<file path="config.mk">
export PLATFORM = sky130hd
export DESIGN_NAME = light_dance_lfsr
export DESIGN_NICKNAME = d
export VERILOG_FILES = /design/src/rtl/light_dance_pkg.sv /design/src/rtl/light_dance_lfsr_step.sv /design/src/rtl/light_dance_lfsr.sv
export SDC_FILE = /design/constraint.sdc
export NUM_CORES = 1
export LEC_CHECK = 0
export BUFFER_PORTS_ARGS = -buffer_cell sky130_fd_sc_hd__buf_2
export CORE_AREA = 2 2 59 61
export DETAILED_ROUTE_END_ITERATION = 10
export DIE_AREA = 0 0 61 63
export GPL_TIMING_DRIVEN = 0
export PLACE_DENSITY_LB_ADDON = 0.1
export SETUP_SLACK_MARGIN = 0.02
export SYNTH_ARGS = -nofsm -noshare
export SYNTH_HDL_FRONTEND = slang
export SYNTH_SLANG_ARGS = --single-unit
</file>
<file path="constraint.sdc">
create_clock -name clk -period 2.6 [get_ports clk]
set_input_delay 0.13 -clock clk [delete_from_list [all_inputs] [get_ports clk]]
set_output_delay 0.13 -clock clk [all_outputs]
set_load 0.05 [all_outputs]
</file>
<file path="src/rtl/light_dance_pkg.sv">
`default_nettype none
// ============================================================================
// Module   : light_dance_pkg
// Brief    : Shared state encoding and defaults for the light-dance LFSR.
// Revision : 1.0
// ============================================================================
package light_dance_pkg;

  typedef enum logic [1:0] {
    ST_IDLE = 2'd0,
    ST_RUN  = 2'd1,
    ST_DONE = 2'd2
  } state_t;

  localparam logic [7:0] c_POLY_DEFAULT  = 8'h33;
  localparam int         c_CNT_W_DEFAULT = 16;

endpackage
`default_nettype wire

</file>
<file path="src/rtl/light_dance_lfsr_step.sv">
`default_nettype none
// ============================================================================
// Module   : lfsr_step
// Brief    : One combinational Galois LFSR shift; serial input enters the MSB.
// Revision : 1.0
// ============================================================================
module lfsr_step
  import light_dance_pkg::*;
#(
  parameter int               WIDTH = 8,
  parameter logic [WIDTH-1:0] POLY  = WIDTH'(c_POLY_DEFAULT)
) (
  input  logic [WIDTH-1:0] q,
  input  logic             din,
  output logic [WIDTH-1:0] next
);

  for (genvar i = 0; i < WIDTH - 1; i++) begin : g_tap
    assign next[i] = POLY[i] ? (q[i+1] ^ q[0]) : q[i+1];
  end

  assign next[WIDTH-1] = din ^ q[0];

endmodule
`default_nettype wire

</file>
<file path="src/rtl/light_dance_lfsr.sv">
`default_nettype none
// ============================================================================
// Module   : light_dance_lfsr
// Brief    : Parametrised Galois LFSR with counted burst mode and handshake.
//            Optional seed-match pulse on `wrap` when LIGHT_DANCE_WRAP_EN is set.
// Revision : 1.0
// ============================================================================
module light_dance_lfsr
  import light_dance_pkg::*;
#(
  parameter int               WIDTH = 8,
  parameter logic [WIDTH-1:0] POLY  = WIDTH'(c_POLY_DEFAULT),
  parameter int               CNT_W = c_CNT_W_DEFAULT
) (
  input  logic             clk,
  input  logic             arst,
  input  logic             din,
  input  logic             load,
  input  logic [WIDTH-1:0] pdata,
  input  logic             shift_en,
  input  logic             start,
  input  logic [CNT_W-1:0] steps,
  output logic             busy,
  output logic             done,
  output logic [CNT_W-1:0] remaining,
  output logic [WIDTH-1:0] qdata
`ifdef LIGHT_DANCE_WRAP_EN
  ,
  output logic             wrap
`endif
);

  state_t           r_state;
  state_t           w_state_nxt;
  logic [WIDTH-1:0] r_q;
  logic [WIDTH-1:0] w_step;
  logic [WIDTH-1:0] w_q_nxt;
  logic [CNT_W-1:0] r_rem;
  logic [CNT_W-1:0] w_rem_nxt;
  logic             w_shift;

  lfsr_step #(
    .WIDTH (WIDTH),
    .POLY  (POLY)
  ) u_step (
    .q    (r_q),
    .din  (din),
    .next (w_step)
  );

  always_ff @(posedge clk) begin
    if (arst) begin
      r_state <= ST_IDLE;
      r_q     <= '0;
      r_rem   <= '0;
    end else begin
      r_state <= w_state_nxt;
      r_q     <= w_q_nxt;
      r_rem   <= w_rem_nxt;
    end
  end

  // Priority: load > RUN shift > start acceptance > shift_en > hold.
  always_comb begin
    w_state_nxt = r_state;
    w_rem_nxt   = r_rem;
    w_shift     = 1'b0;
    if (load) begin
      w_state_nxt = ST_IDLE;
      w_rem_nxt   = '0;
    end else if (r_state == ST_RUN) begin
      w_shift     = 1'b1;
      w_rem_nxt   = r_rem - CNT_W'(1);
      w_state_nxt = (r_rem == CNT_W'(1)) ? ST_DONE : ST_RUN;
    end else if (start) begin
      w_rem_nxt   = steps;
      w_state_nxt = (steps == '0) ? ST_DONE : ST_RUN;
    end else begin
      w_state_nxt = ST_IDLE;
      w_shift     = shift_en;
    end
    w_q_nxt = load ? pdata : (w_shift ? w_step : r_q);
  end

  always_comb begin
    busy      = (r_state == ST_RUN);
    done      = (r_state == ST_DONE);
    remaining = r_rem;
    qdata     = r_q;
  end

`ifdef LIGHT_DANCE_WRAP_EN
  logic [WIDTH-1:0] r_seed;
  logic             r_wrap;

  always_ff @(posedge clk) begin
    if (arst) begin
      r_seed <= '0;
      r_wrap <= 1'b0;
    end else begin
      if (load) begin
        r_seed <= pdata;
      end
      r_wrap <= w_shift && (w_q_nxt == r_seed);
    end
  end

  assign wrap = r_wrap;
`endif

endmodule
`default_nettype wire

</file>
Word level (Yosys, flattened, before mapping):

Cells that the tools add are included.

* flip-flop bits (word level): 26
* output and inout bits: 26
* logic and storage cells: 27

* $add $sub $neg: 1
* equal/unequal tests: 3
* mux-type cells: 11
* bitwise gates (word level): 5
* reduce and logical (&&, ||, !) cells: 4

Operators by type and width (count)
* two-way mux 16 bit: 2
* equality test 16 x 1 -> 1 bit (second input constant): 1
* logical NOT 16 bit: 1
* two-way mux 8 bit: 2
* subtractor 16 x 1 -> 16 bit (second input constant): 1
* two-way mux 2 bit: 4
* XOR 1 bit: 5
* nonzero test 2 bit: 2
* two-way mux 1 bit: 3
* equality test 2 x 1 -> 1 bit (second input constant): 1
* equality test 2 bit (second input constant): 1
* OR reduction 2 bit: 1

Longest topological paths before layout:

* depth in word-level cells: 5
* depth in mapped cells: 6
* depth with buffers taken out: 6

By module:

A second synthesis with hierarchy kept.

* cell total of the unflattened synthesis: 184
* area, all modules: 1540.2 sq um

By module, submodules not included
* light_dance_lfsr: times used 1, cells an instance 175, area each 1462.7 sq um, sequential area each 520.5 sq um
* lfsr_step: times used 1, cells an instance 9, area each 77.6 sq um, sequential area each 0.0 sq um

Worst setup path after synthesis:

Ideal clock, no wire load.

* path type: register to register
* start point: register r_rem[10] (netlist: remaining[10])
* end point: register r_rem[15] (netlist: remaining[15])
* setup time: 0.074 ns
* arrival time: 1.972 ns
* required time: 2.526 ns
* path slack: 0.554 ns
* stages on the path, launching flop included: 5
* period minus slack after synthesis: 2.046 ns
* cells stage by stage: dfxtp_1 or4_4 or2_1 or4_1 a31oi_1

* longest elaborated chain between the ends: 2

Ends and longest elaborated chain
* start: declaration: RTL line light_dance_lfsr.sv:38 `logic [CNT_W-1:0] r_rem;`
* start signal: assignment: RTL line light_dance_lfsr.sv:59 `r_rem <= w_rem_nxt;`
* subtractor 16 x 1 -> 16 bit: RTL line light_dance_lfsr.sv:73 `w_rem_nxt = r_rem - CNT_W'(1);`
* two-way mux 16 bit: RTL line light_dance_lfsr.sv:71 `end else if (r_state == ST_RUN) begin`

No other way between the ends.
A chain may end at the register's enable or synchronous reset.

Worst setup path after layout:

* start point: register r_rem[0] (netlist: remaining[0])
* end point: register r_rem[15] (netlist: remaining[15])

Same word-level chain as after synthesis.

==> metrics.md <==
| Metric | Value |
|---|---|
| Congestion Overflow GR | `0` |
| Slew headroom | `between 40 and 50%` |
| Mux share of post-synthesis cell area | `~2.8%` |
| Share of the synthesized area in the top cell type | `roughly a third` |
| PwrDens | `around 510 nW/um2` |
| Number of fill cells | `between 300 and 400` |
| Total wire length | `~4.3 mm` |
| Ports | `56` |
| Status | `finished clean` |
| Starting Density | `a little under half` |
| Post-route ant nets | `0` |
| Core area | `about 3200 um2` |
| Num CTS Buffers | `3` |
| RSZ-0062 raised after global routing | `no` |
| Synth cell types | `45` |
| EDFF count, synth | `0` |
| Port bufs | `53` |
| Rows | `21` |
| # DRC | `0` |
| Fin util | `58.5%` |
| Number of buffers added for setup after CTS | `0` |
| Maximum capacitance violations | `0` |
| CTS root buf | `clkbuf_4` |
| Synth area leaders | `dfxtp_1, a21oi_1, nor3_1, o21ai_0, xnor2_1` |
| Net count, final | `between 200 and 300` |
| Die Height | `63 um` |
| Global Route met2 Usage | `between 30% and 40%` |
| Number of global-route vias before repair | `1489` |
| Final HPWL DP | `roughly 3.2 mm` |
| Crit path buf inv count | `0` |
| Via count | `1700` |
| First-pass GRT wire length | `between 6 and 7 mm` |
| Chip Width | `61 um` |
| Compound-cell area share of the yosys netlist | `between 20% and 30%` |
| Top FF cell, synth | `dfxtp_1` |
| Ys async rst share | `0%` |
| Met1 Usage GRT | `35.2%` |
| Leakage | `0.832 nW` |
| Worst-margin pin slew | `between 0.8 and 0.9 ns` |
| Critical path class | `reg -> reg` |
| DRT iter0 DRCs | `between 100 and 150` |
| Synth Warn # | `0` |
| Slowest stage delay, CP | `0.75 ns` |
| Largest net degree at the start of global routing | `15` |
| Worst vdd ir | `around 0.27 mV` |
| Synth Register Bits | `26` |
| Worst Path Max Fanout | `8` |
| CP max stage cell | `nor4_1` |
| Final min period | `around 2.0 ns` |
| Post-CTS Resized | `0` |
| Max Fclk | `~500 MHz` |
| Final count of negative-setup-slack endpoints | `0` |
| Critical path capture point type | `register` |
| Xor and xnor fraction of the mapped netlist area | `between 3 and 4%` |
| Hold_ws | `approximately 0.025 ns` |
| Gate Count Post-Synth | `~190` |
| Synth-to-layout area growth | `24.2%` |
| Cell breakdown of the critical path | `nor4_1, nand2_1, or4_1, a31oi_1` |
| Clock skew | `~0.0082 ns` |
| Adder-cell share of the synthesized area | `~1.6%` |
| Fin Setup TNS | `0 ns` |
| CTS max path bufs | `2` |
| # clock sinks | `26` |
| Slew Limit Fails | `0` |
| Drt via density | `5.76` |
| CP required | `~2.9 ns` |
| CTS tree | `yes` |
| Post-synthesis net count | `223` |
| Layout cells sized above 1 | `a little over a quarter` |
| Kind of cell adding the most delay to the critical path | `simple AND/OR/NAND/NOR gates` |
| Final worst-path cycle share | `between 70% and 80%` |
| Simple-gate area share of the yosys netlist | `between 20% and 30%` |
| Arr. time, crit path | `~2.3 ns` |
| Ant. Diodes | `0` |
| Htree depth | `1` |
| Met3 GRT Util | `3.31%` |
| Die area | `3840 um2` |
| Initial antenna violation count | `0` |
| Largest family of logic cells by synthesized area | `simple AND/OR/NAND/NOR gates` |
| Crit start category | `register` |
| GP Congestion | `0.917` |
| Largest area contributor in the netlist | `dfxtp_1` |
| Gr usage total | `a little under a quarter` |
| WL per Instance | `14.6 um` |
| Worst-path clk slew | `0.16 ns` |
| Hold Crit Class | `in -> reg` |
| GRT busiest layer | `met1` |
| Post-Syn Area | `1520 um2` |
| Sequential fraction of the synthesis area | `34.2%` |
| Clock latency on the worst-skew pair | `0.34 ns` |
| Synthesized area per cell | `~8 um2` |
| First drt pass iteration count | `4` |
| Final Hold Violating Endpoints | `0` |
[layout by cell type, fill, tap and decap left out, drive strengths merged, types with 2 or more instances in the layout]
master	n
buf	55
dfxtp	26
a21oi	19
nor3	14
nor2	13
clkbuf	12
nand2	11
o21ai	11
inv	7
nor4	6
a211oi	6
xnor2	6
nor2b	5
a211o	5
or4	5
nand3	4
a22oi	4
and3	4
or3	4
nand4	3
a31oi	3
nand2b	2
o21a	2
mux2	2
mux2i	2
a32oi	2
ha	2
or2	2
[layer usage]
layer	part of all wire, %	wire length, um	up-vias
met3	7.5	324	4
met5	0	0	-
met2	43	1860	66
met1	48	2090	788
li1	-	-	842
met4	0.84	36	0
[state kept, by name, indices dropped and copies added, names as in the netlist]
name / flops
remaining: 16
qdata: 8
r_state: 2
[per-stage QoR]
step / instances / cell area (um2) / power (mW) / worst slack (ns)
final: 295 / 1890 / 0.968 / 0.565
after global placement: 290 / 1850 / 0.753 / 0.597
after detailed placement: 290 / 1850 / 0.752 / 0.622
after global routing: 295 / 1890 / 1.02 / 0.440
after floorplan: 191 / 1520 / 0.668 / 0.554
after CTS: 294 / 1880 / 0.967 / 0.603
[report_power, final]
part | switching (mW) | leakage (nW) | total, mW | internal, mW
registers | 0.0240 | 0.213 | 0.445 | 0.420
logic | 0.199 | 0.598 | 0.303 | 0.104
clock network | 0.134 | 0.0210 | 0.220 | 0.0860
[kinds of logic (layout without fill, tap and decap cells)]
group,after synthesis,count (layout)
compound gates,60,60
mux,4,4
fa+ha+maj,2,2
xor+xnor,6,6
flops,26,26
buf+inv,17,75
simple gates,76,76
[synth_stat cells, types with 5 or more instances]
cell      count
o21ai_0      11
a211o_1       5
dfxtp_1      26
xnor2_1       6
clkbuf_1      7
a211oi_1      6
nor2_1       13
inv_1         6
nor3_1       14
nor4_1        6
nor2b_1       5
nand2_1      11
a21oi_1      19
[path summary, 6_finish.rpt]
check	from	end	slack, ns	cells after the start
worst min-delay path	pdata[5]	qdata[5]$_SDFFE_PP0P_	0.02	3
worst max register to register	remaining[0]$_SDFFE_PP0P_	remaining[15]$_SDFFE_PP0P_	0.56	4
worst max-delay path	remaining[0]$_SDFFE_PP0P_	remaining[15]$_SDFFE_PP0P_	0.56	4
worst min register to register	remaining[6]$_SDFFE_PP0P_	remaining[6]$_SDFFE_PP0P_	0.53	2
[tightest hold or removal path, stage by stage]
cell and delay [ns]:
buf_2 0.10, nand2_1 0.05, a21oi_1 0.05
[timing repair]
action                                 in CTS  in global routing
setup endpoints to repair                   0                  0
hold buffers                                0                  1
endpoints found under the hold margin       0                  1
[layout make-up]
class	instances	area, um2	share of cell area [%]
Buffer	10	55.1	2.91
Clock buffer	4	36.3	1.92
Inverter	7	26.3	1.39
Multi-Input combinational cell	148	921	48.7
Sequential cell	26	520	27.5
Tap cell	46	57.6	3.04
Timing Repair Buffer	54	275	14.6
Power figures use the tool's default switching activity.
